$ cat src/rtl/alu_seq_pkg.sv
// Shared opcode values, sequencer state encoding, strobe bundle and IR field helpers
// for the single-bus ALU control sequencer.
package alu_seq_pkg;

  localparam logic [4:0] OP_ADD  = 5'b00011;
  localparam logic [4:0] OP_AND  = 5'b00100;
  localparam logic [4:0] OP_OR   = 5'b00101;
  localparam logic [4:0] OP_SUB  = 5'b00110;
  localparam logic [4:0] OP_MUL  = 5'b01111;
  localparam logic [4:0] OP_DIV  = 5'b10000;
  localparam logic [4:0] OP_NOP  = 5'b11010;
  localparam logic [4:0] OP_HALT = 5'b11011;

  typedef enum logic [3:0] {
    ST_RST       = 4'd0,
    ST_T0        = 4'd1,
    ST_T1        = 4'd2,
    ST_T2        = 4'd3,
    ST_T3        = 4'd4,
    ST_T4        = 4'd5,
    ST_T5        = 4'd6,
    ST_T6        = 4'd7,
    ST_HALT      = 4'd8,
    ST_WAIT_STEP = 4'd9
  } seq_state_e;

  typedef struct packed {
    logic pc_out;
    logic pc_in;
    logic inc_pc;
    logic mar_in;
    logic mdr_in;
    logic mdr_out;
    logic ir_in;
    logic y_in;
    logic zlow_in;
    logic zhigh_in;
    logic zlo_out;
    logic zhi_out;
    logic hi_in;
    logic lo_in;
    logic read;
  } seq_strobes_t;

  function automatic int opcode_lsb(input int instr_w, input int opcode_w);
    return instr_w - opcode_w;
  endfunction

  // slot 0 = Ra, 1 = Rb, 2 = Rc, packed downward under the opcode
  function automatic int reg_field_lsb(input int instr_w, input int opcode_w,
                                       input int idx_w, input int slot);
    return instr_w - opcode_w - (slot + 1) * idx_w;
  endfunction

endpackage

$ cat src/rtl/alu_control_sequencer_idx_decoder.sv
// Register index to one-hot enable vector; indices past NUM_REGS decode to all zeros.
module idx_decoder #(
  parameter int REG_IDX_W = 4,
  parameter int NUM_REGS  = 16
) (
  input  logic [REG_IDX_W-1:0] idx,
  input  logic                 en,
  output logic [NUM_REGS-1:0]  onehot
);

  always_comb begin
    onehot = '0;
    for (int i = 0; i < NUM_REGS; i++) begin
      if (en && (idx == REG_IDX_W'(i))) onehot[i] = 1'b1;
    end
  end

endmodule

$ cat src/rtl/alu_control_sequencer.sv
// Moore control sequencer for fetch plus register-register ALU instructions.
// Optional single-step mode: define ALU_SEQ_SINGLE_STEP_EN.
//
// state     | meaning
// ----------+-----------------------------------------------
// RST       | after clear, all strobes 0, run=1
// T0        | PC onto bus, MAR load, PC increment into Z
// T1        | Z low to PC, memory read into MDR (stall here)
// T2        | MDR to IR
// T3        | Rb onto bus into Y, opcode decode
// T4        | Rc onto bus, ALU op into Z
// T5        | Z low into Ra, or into LO for MUL/DIV
// T6        | Z high into HI (MUL/DIV only)
// HALT      | absorbing, run=0
// WAIT_STEP | idle between instructions until step (optional)
module alu_control_sequencer
  import alu_seq_pkg::*;
#(
  parameter int NUM_REGS  = 16,
  parameter int REG_IDX_W = 4,
  parameter int OPCODE_W  = 5,
  parameter int INSTR_W   = 32
) (
  input  logic                 clock,
  input  logic                 clear,
  input  logic [INSTR_W-1:0]   ir,
  input  logic                 mem_ready,
`ifdef ALU_SEQ_SINGLE_STEP_EN
  input  logic                 step,
`endif
  output logic [NUM_REGS-1:0]  reg_in,
  output logic [NUM_REGS-1:0]  reg_out,
  output logic                 PCout,
  output logic                 PCin,
  output logic                 IncPC,
  output logic                 MARin,
  output logic                 MDRin,
  output logic                 MDRout,
  output logic                 IRin,
  output logic                 Yin,
  output logic                 Zlowin,
  output logic                 Zhighin,
  output logic                 ZLOout,
  output logic                 ZHIout,
  output logic                 HIin,
  output logic                 LOin,
  output logic                 read,
  output logic [OPCODE_W-1:0]  operation,
  output logic                 run,
  output logic                 illegal_op,
  output logic [3:0]           state_q
);

  localparam int OP_LSB = opcode_lsb(INSTR_W, OPCODE_W);
  localparam int RA_LSB = reg_field_lsb(INSTR_W, OPCODE_W, REG_IDX_W, 0);
  localparam int RB_LSB = reg_field_lsb(INSTR_W, OPCODE_W, REG_IDX_W, 1);
  localparam int RC_LSB = reg_field_lsb(INSTR_W, OPCODE_W, REG_IDX_W, 2);

`ifdef ALU_SEQ_SINGLE_STEP_EN
  localparam seq_state_e END_STATE = ST_WAIT_STEP;
`else
  localparam seq_state_e END_STATE = ST_T0;
`endif

  logic [OPCODE_W-1:0]  opcode;
  logic [REG_IDX_W-1:0] ra_idx, rb_idx, rc_idx, out_idx;
  logic                 is_muldiv, is_nop, is_halt, is_legal;

  seq_state_e   cur_state, nxt_state;
  seq_strobes_t strb_q, strb_d;
  logic         rb_drv_q, rc_drv_q, ra_load_q;

  assign opcode = ir[OP_LSB +: OPCODE_W];
  assign ra_idx = ir[RA_LSB +: REG_IDX_W];
  assign rb_idx = ir[RB_LSB +: REG_IDX_W];
  assign rc_idx = ir[RC_LSB +: REG_IDX_W];

  generate
    if (RC_LSB > 0) begin : g_spare_bits
      logic unused_ir_low;
      assign unused_ir_low = ^ir[RC_LSB-1:0];
    end
  endgenerate

  assign is_muldiv = (opcode == OPCODE_W'(OP_MUL)) || (opcode == OPCODE_W'(OP_DIV));
  assign is_nop    = (opcode == OPCODE_W'(OP_NOP));
  assign is_halt   = (opcode == OPCODE_W'(OP_HALT));
  assign is_legal  = is_muldiv || is_nop || is_halt ||
                     (opcode == OPCODE_W'(OP_ADD)) || (opcode == OPCODE_W'(OP_AND)) ||
                     (opcode == OPCODE_W'(OP_OR))  || (opcode == OPCODE_W'(OP_SUB));

  always_comb begin
    nxt_state = cur_state;
    case (cur_state)
      ST_RST:  nxt_state = END_STATE;
      ST_T0:   nxt_state = ST_T1;
      ST_T1:   if (mem_ready) nxt_state = ST_T2;
      ST_T2:   nxt_state = ST_T3;
      ST_T3: begin
        if (is_halt)                nxt_state = ST_HALT;
        else if (is_nop || !is_legal) nxt_state = END_STATE;
        else                        nxt_state = ST_T4;
      end
      ST_T4:   nxt_state = ST_T5;
      ST_T5:   nxt_state = is_muldiv ? ST_T6 : END_STATE;
      ST_T6:   nxt_state = END_STATE;
      ST_HALT: nxt_state = ST_HALT;
`ifdef ALU_SEQ_SINGLE_STEP_EN
      ST_WAIT_STEP: if (step) nxt_state = ST_T0;
`endif
      default: nxt_state = ST_RST;
    endcase
  end

  // Strobes decode from the next state so they are registered for the whole state.
  always_comb begin
    strb_d = '0;
    case (nxt_state)
      ST_T0: begin
        strb_d.pc_out  = 1'b1;
        strb_d.mar_in  = 1'b1;
        strb_d.inc_pc  = 1'b1;
        strb_d.zlow_in = 1'b1;
      end
      ST_T1: begin
        strb_d.zlo_out = 1'b1;
        strb_d.pc_in   = 1'b1;
        strb_d.read    = 1'b1;
        strb_d.mdr_in  = 1'b1;
      end
      ST_T2: begin
        strb_d.mdr_out = 1'b1;
        strb_d.ir_in   = 1'b1;
      end
      ST_T3: strb_d.y_in = 1'b1;
      ST_T4: begin
        strb_d.zlow_in  = 1'b1;
        strb_d.zhigh_in = is_muldiv;
      end
      ST_T5: begin
        strb_d.zlo_out = 1'b1;
        strb_d.lo_in   = is_muldiv;
      end
      ST_T6: begin
        strb_d.zhi_out = 1'b1;
        strb_d.hi_in   = 1'b1;
      end
      default: strb_d = '0;
    endcase
  end

  always_ff @(posedge clock) begin
    if (!clear) begin
      cur_state  <= ST_RST;
      strb_q     <= '0;
      operation  <= '0;
      run        <= 1'b1;
      illegal_op <= 1'b0;
      rb_drv_q   <= 1'b0;
      rc_drv_q   <= 1'b0;
      ra_load_q  <= 1'b0;
    end else begin
      cur_state  <= nxt_state;
      strb_q     <= strb_d;
      if (nxt_state == ST_T4) operation <= opcode;
      run        <= (nxt_state != ST_HALT);
      illegal_op <= (cur_state == ST_T3) && !is_legal;
      rb_drv_q   <= (nxt_state == ST_T3);
      rc_drv_q   <= (nxt_state == ST_T4);
      ra_load_q  <= (nxt_state == ST_T5) && !is_muldiv;
    end
  end

  // Register selects are enabled by flops but index the IR as it stands in the
  // state itself, since the IR is only loaded at the end of T2.
  assign out_idx = rb_drv_q ? rb_idx : rc_idx;

  idx_decoder #(.REG_IDX_W(REG_IDX_W), .NUM_REGS(NUM_REGS)) u_dec_out (
    .idx    (out_idx),
    .en     (rb_drv_q | rc_drv_q),
    .onehot (reg_out)
  );

  idx_decoder #(.REG_IDX_W(REG_IDX_W), .NUM_REGS(NUM_REGS)) u_dec_in (
    .idx    (ra_idx),
    .en     (ra_load_q),
    .onehot (reg_in)
  );

  assign PCout   = strb_q.pc_out;
  assign PCin    = strb_q.pc_in;
  assign IncPC   = strb_q.inc_pc;
  assign MARin   = strb_q.mar_in;
  assign MDRin   = strb_q.mdr_in;
  assign MDRout  = strb_q.mdr_out;
  assign IRin    = strb_q.ir_in;
  assign Yin     = strb_q.y_in;
  assign Zlowin  = strb_q.zlow_in;
  assign Zhighin = strb_q.zhigh_in;
  assign ZLOout  = strb_q.zlo_out;
  assign ZHIout  = strb_q.zhi_out;
  assign HIin    = strb_q.hi_in;
  assign LOin    = strb_q.lo_in;
  assign read    = strb_q.read;
  assign state_q = cur_state;

endmodule

$ cat config.mk
export PLATFORM = sky130hd
export DESIGN_NAME = alu_control_sequencer
export DESIGN_NICKNAME = d
export VERILOG_FILES = /design/src/rtl/alu_seq_pkg.sv /design/src/rtl/alu_control_sequencer_idx_decoder.sv /design/src/rtl/alu_control_sequencer.sv
export SDC_FILE = /design/constraint.sdc
export NUM_CORES = 1
export LEC_CHECK = 0
export CAP_MARGIN = 15
export CORE_ASPECT_RATIO = 2
export CORE_MARGIN = 2
export CORE_UTILIZATION = 31
export DETAILED_ROUTE_END_ITERATION = 12
export MAX_ROUTING_LAYER = met4
export PLACE_DENSITY = 0.76
export SLEW_MARGIN = 10
export SYNTH_ARGS = -nofsm -noshare
export SYNTH_HDL_FRONTEND = slang
export SYNTH_SLANG_ARGS = --single-unit
$ cat constraint.sdc
create_clock -name clock -period 1.6 [get_ports clock]
set_input_delay 0.32 -clock clock [delete_from_list [all_inputs] [get_ports clock]]
set_output_delay 0.32 -clock clock [all_outputs]
set_load 0.01 [all_outputs]
# ---- After elaboration in Yosys (flattened, before gate mapping)
# Cells that the tools add are included.
dict set report classes {
  reduce_logical 52
  bitwise_logic 1
  muxes 46
  n_eq_ne 54
}
# operator n
set ops {}
lappend ops {{4-bit equality test, second input constant} 17}
lappend ops {{4-bit by 3-bit equality test with 1-bit output, second input constant} 16}
lappend ops {{1-bit 2-to-1 mux} 37}
lappend ops {{1-bit logical AND} 34}
lappend ops {{4-bit by 2-bit equality test with 1-bit output, second input constant} 8}
lappend ops {{4-bit one-hot mux with 8 select lines} 1}
lappend ops {{4-bit by 1-bit equality test with 1-bit output, second input constant} 4}
lappend ops {{5-bit by 3-bit equality test with 1-bit output, second input constant} 3}
lappend ops {{5-bit equality test, second input constant} 3}
lappend ops {{4-bit logical NOT} 3}
lappend ops {{4-bit 2-to-1 mux} 3}
lappend ops {{1-bit logical OR} 8}
lappend ops {{2-bit 2-to-1 mux} 3}
lappend ops {{3-bit 2-to-1 mux} 2}
lappend ops {{2-bit OR reduction} 3}
lappend ops {{5-bit by 2-bit equality test with 1-bit output, second input constant} 1}
lappend ops {{5-bit by 4-bit equality test with 1-bit output, second input constant} 1}
lappend ops {{4-bit != test, second input constant} 1}
lappend ops {{2-bit AND reduction} 2}
lappend ops {{1-bit logical NOT} 2}
lappend ops {{1-bit OR} 1}
dict set report word_totals {
  reg_bits 27
  input_bits 35
}

# ---- Depth between registers and ports, before layout
dict set report logic_depth {
  depth_word 16
  depth_mapped 6
  depth_no_buf 5
}

# ---- Modules after synthesis
# A second synthesis with hierarchy kept.
dict set report unflattened {
  hier_cells 155
  area_unflattened_um2 1300.0
}
# module instances seq_area_each_um2 area_per_inst_um2 cells_per_inst
set modules_own_cells {}
lappend modules_own_cells {alu_control_sequencer 1 440.4 1064.8 109}
lappend modules_own_cells {idx_decoder 2 0.0 117.6 23}

# ---- Least setup slack after synthesis
# No wires, ideal clock.
dict set report synth_path {
  path_kind {input port to flip-flop}
  startpoint {in ir[30]}
  endpoint {reg strb_q (netlist bit read)}
  slack_ps -77
  stages 5
  t_arrival_ps 1562
  path_buffers 0
  setup_time_ps 115
  cell_sequence {or4b_4 o22ai_1 o21ai_1 a21boi_1 and2_1}
}
dict set report synth_via {
  elab_chain_cells 15
  word_cells_on_any_way 23
  cone_classes {9 x eq/ne; 5 x mux; 9 x reduce/logical}
}
# item line_no
set synth_rtl {}
lappend synth_rtl {{start, declared} alu_control_sequencer.sv:26} ;# input logic [INSTR_W-1:0] ir,
lappend synth_rtl {{5-bit by 4-bit equality test with 1-bit output / 5-bit equality test (equally long branches)} alu_control_sequencer.sv:85} ;# assign is_muldiv = (opcode == OPCODE_W'(OP_MUL)) || (opcode == OPCODE_W'(OP_DIV));
lappend synth_rtl {{1-bit logical OR} alu_control_sequencer.sv:85}
lappend synth_rtl {{1-bit logical OR (3 in series)} alu_control_sequencer.sv:88} ;# assign is_legal = is_muldiv || is_nop || is_halt ||
lappend synth_rtl {{1-bit logical OR (2 in series)} alu_control_sequencer.sv:89} ;# (opcode == OPCODE_W'(OP_ADD)) || (opcode == OPCODE_W'(OP_AND)) ||
lappend synth_rtl {{1-bit logical OR} alu_control_sequencer.sv:90} ;# (opcode == OPCODE_W'(OP_OR)) || (opcode == OPCODE_W'(OP_SUB));
lappend synth_rtl {{1-bit logical NOT} alu_control_sequencer.sv:101} ;# else if (is_nop || !is_legal) nxt_state = END_STATE;
lappend synth_rtl {{1-bit logical OR} alu_control_sequencer.sv:101}
lappend synth_rtl {{3-bit 2-to-1 mux} alu_control_sequencer.sv:101}
lappend synth_rtl {{4-bit 2-to-1 mux} alu_control_sequencer.sv:100} ;# if (is_halt) nxt_state = ST_HALT;
lappend synth_rtl {{4-bit one-hot mux with 8 select lines *} alu_control_sequencer.sv:94} ;# case (cur_state)
lappend synth_rtl {{4-bit by 2-bit equality test with 1-bit output *} alu_control_sequencer.sv:118} ;# case (nxt_state)
lappend synth_rtl {{1-bit 2-to-1 mux *} alu_control_sequencer.sv:118}
lappend synth_rtl {{end signal, assigned} alu_control_sequencer.sv:164} ;# strb_q <= strb_d;
lappend synth_rtl {{end, declared} alu_control_sequencer.sv:70} ;# seq_strobes_t strb_q, strb_d;
# Every way passes the cells marked *; elsewhere a longest branch is shown, timed or not.
# A chain may end at the register's enable or synchronous reset.

# ---- Final worst setup path
dict set report layout_path {
  startpoint {reg rb_drv_q}
  endpoint {out reg_out[9]}
}
dict set report layout_via {
  elab_chain_cells 4
  word_cells_on_any_way 5
  cone_classes {1 x eq/ne; 2 x mux; 1 x bitwise; 1 x reduce/logical}
}
# item line_no
set layout_rtl {}
lappend layout_rtl {{start, declared} alu_control_sequencer.sv:71} ;# logic rb_drv_q, rc_drv_q, ra_load_q;
lappend layout_rtl {{start signal, assigned} alu_control_sequencer.sv:168} ;# rb_drv_q <= (nxt_state == ST_T3);
lappend layout_rtl {{4-bit 2-to-1 mux} alu_control_sequencer.sv:176} ;# assign out_idx = rb_drv_q ? rb_idx : rc_idx;
lappend layout_rtl {{4-bit equality test} alu_control_sequencer_idx_decoder.sv:14} ;# if (en && (idx == REG_IDX_W'(i))) onehot[i] = 1'b1;
lappend layout_rtl {{1-bit logical AND *} alu_control_sequencer_idx_decoder.sv:14}
lappend layout_rtl {{1-bit 2-to-1 mux *} alu_control_sequencer_idx_decoder.sv:14}
lappend layout_rtl {{end, declared} alu_control_sequencer.sv:32} ;# output logic [NUM_REGS-1:0] reg_out,
# Marks and branches as above.

==> impl_results.md <==
- Dpl hpwl: 3.10 mm
- LEAKAGE: 1.06 nW
- Final wirelength: 4.04 mm
- Post-synth EDFFs: 0
- Final Util: 0.590
- Post-synthesis instance area: 1330 µm²
- Antenna violations before repair: 0
- Drt drc: 0
- Area growth syn-to-layout: 81.9%
- WL per Instance: 12.4 µm
- Hold crit path type: in2reg
- Most frequent cell after synthesis: nor2_1
- H-tree Lvls: 1
- Die area: 4850 µm²
- First-iteration detailed-routing DRC count: 12
- Global-route wire length before repair: 6.22 mm
- Yosys top cell by area: dfxtp_1
- Status: finished, violations left
- Post-layout nets: 311
- Fin crit share: 1.05
- Vias in the first global route: 1401
- Maxcap violations: 0
- ANT cells: 0
- Minimum clock period: 1.68 ns
- Slew @ Worst Pin: 0.338 ns
- CTS Buf Count: 3
- WS Path Type: reg2out
- Layout cells sized above 1: 0.423
- Worst setup SP type: register
- Most used DFF post-synth: dfxtp_1
- Synth async-reset ratio: 0
- Initial core utilization: 0.324
- Clock Skew: 0.000812 ns
- Rows: 33
- Crit path max fanout: 6
- F_max: 594 MHz
- Final Hold Viols: 0
- Rel. slew slack: 0.775
- Final WS setup: -0.0838 ns
- PortBufs: 77
- Top Ports: 93
- Clk root buf: clkbuf_8
- Syn Area/Cell: 7.79 µm²
- Synth unique cells: 44
- Clock sink count: 22
- CTS tree: built
- DR vias: 1600
- Syn Nets: 205
- Arr. time, crit path: 1.36 ns
- Largest net degree at the start of global routing: 18
- Routability congestion estimate: 0.876
- Clock buffer depth: 2
- PD cells: 561 nW/µm²
- VDD IR-drop max: 400 µV
- Synth top area cells: dfxtp_1 33%, nor2_1 12%, nand2_1 5.1%
- Max Slew Vio Count: 0
- RSZ-0062 raised after global routing: yes
- Seq/Total Area, Yosys: 0.332
- Clock transition at the registers of the reported paths: 0.07 ns
- Synth cell count leaders: 42 x nor2_1, 22 x dfxtp_1, 18 x nand2_1
- DRT Pass-1 Iters: 4
- Antenna viol nets, final: 0
- Synth Warn #: 0
- Setup violations, final: 16
- Worst Setup End Kind: primary output
- Synth Instances: 170
- GR Util All Layers: 0.170
- Die extent in y: 96.5 µm
- Chip width: 50.2 µm
- Top cell type's share of synthesized area: 0.332
- Setup TNS: -0.790 ns
- Required time of the critical path: 1.28 ns
- Hold Buf Count CTS: 0
- Clk_lat worst skew: 0.26 ns
- Core Area: 4090 µm²
- DR vias/cell: 4.91
- Number of synthesized register bits: 22
- Grt total ovfl: 0
- Failing checks: negative setup slack
## where the power goes
group / total, mW / internal [mW] / switching, mW
combinational: 0.418 / 0.213 / 0.205
clock: 0.340 / 0.168 / 0.172
sequential: 0.593 / 0.574 / 0.0185
## layout by cell type, fill, tap and decap left out, types with 2 or more instances in the layout
master	synthesis	routed
nor2_2	0	9
buf_4	7	31
nand3b_1	5	5
dfxtp_4	0	2
buf_6	0	6
buf_2	1	26
xnor2_1	2	2
o22ai_2	0	2
mux2i_1	5	5
nand2b_4	0	2
dlygate4sd2_1	0	19
a22oi_2	0	2
clkbuf_8	0	3
clkdlybuf4s15_1	0	2
o21ai_0	2	2
and3_1	4	4
clkbuf_2	0	4
and2_1	4	4
nor2_1	42	32
dfxtp_2	0	2
nand2_1	18	16
clkdlybuf4s50_1	0	24
inv_1	5	5
nand2b_1	5	3
dfxtp_1	22	18
nand3_2	0	2
nor3_2	0	3
nand2_2	0	2
nor3_4	1	2
a31oi_1	3	3
nor2_4	1	2
nor3b_1	2	2
## worst paths after layout
check,startpoint,end,slack [ns],cells after the start
setup / recovery,rb_drv_q,reg_out[9],-0.08,4
hold / removal,ir[27],operation[0],0.45,4
setup reg to reg,state_q[2],read,0.10,6
hold reg to reg,operation[0],operation[0],0.46,2
## per-layer routing
| layer | track usage | share of wire | vias to the layer above | routed length [µm] |
|---|---|---|---|---|
| li1 | - | - | 792 | - |
| met1 | 0.157 | 0.34 | 738 | 1360 |
| met2 | 0.332 | 0.58 | 61 | 2360 |
| met3 | 0.0262 | 0.058 | 9 | 235 |
| met4 | 0.0764 | 0.020 | 0 | 80 |
| met5 | - | 0 | - | 0 |
## repair_timing
| action | 4_1_cts | 5_1_grt |
|---|---|---|
| pin swaps | 19 | 13 |
| endpoints found under the setup margin | 56 | 38 |
| gates resized for setup | 168 | 28 |
| setup buffers | 5 | 2 |
| endpoints found under the hold margin | 0 | 0 |
## cell families (layout without fill, tap and decap cells)
logic type | Yosys count | in the layout | synth area share
XOR/XNOR | 2 | 2 | 0.0132
AO/OA/AOI/OAI | 25 | 25 | 0.158
flip-flops | 22 | 22 | 0.332
AND/OR/NAND/NOR | 99 | 99 | 0.390
buffers and inverters | 17 | 121 | 0.0689
multiplexers | 5 | 5 | 0.0378
## area by class of cell
| type | instances | area (µm²) |
|---|---|---|
| inverters | 5 | 18.8 |
| flip-flops and latches | 22 | 450 |
| repair buffers | 113 | 888 |
| multi-input cells | 131 | 946 |
| well taps | 52 | 65.1 |
| fillers | 370 | 1680 |
| clock buffers | 3 | 41.3 |
## flip-flops by register name, indices dropped and copies added (netlist names)
name        count
HIin            1
IRin            1
LOin            1
MARin           1
ZLOout          1
Zhighin         1
Zlowin          1
illegal_op      1
operation       5
ra_load_q       1
rb_drv_q        1
rc_drv_q        1
read            1
run             1
state_q         4
## worst max-delay path, cell delays in order (launching register included)
cell	delay, ns
dfxtp_4	0.37
buf_6	0.13
o32a_1	0.37
nor2_1	0.11
buf_2	0.13
## through the flow
step / area [µm²] / total power [mW] / worst slack, ns / hold slack (ns) / std cells
6_report: 2410 / 1.35 / -0.0838 / 0.451 / 326
5_1_grt: 2410 / 1.41 / -0.153 / 0.458 / 326
4_1_cts: 2330 / 1.35 / -0.0884 / 0.443 / 324
3_5_place_dp: 2330 / 1.01 / -0.704 / 0.454 / 318
3_3_place_gp: 2330 / 1.01 / -0.691 / 0.445 / 318
2_1_floorplan: 1330 / 0.808 / -0.0112 / 0.462 / 170
Note: power is estimated with default switching activity, not from simulation.
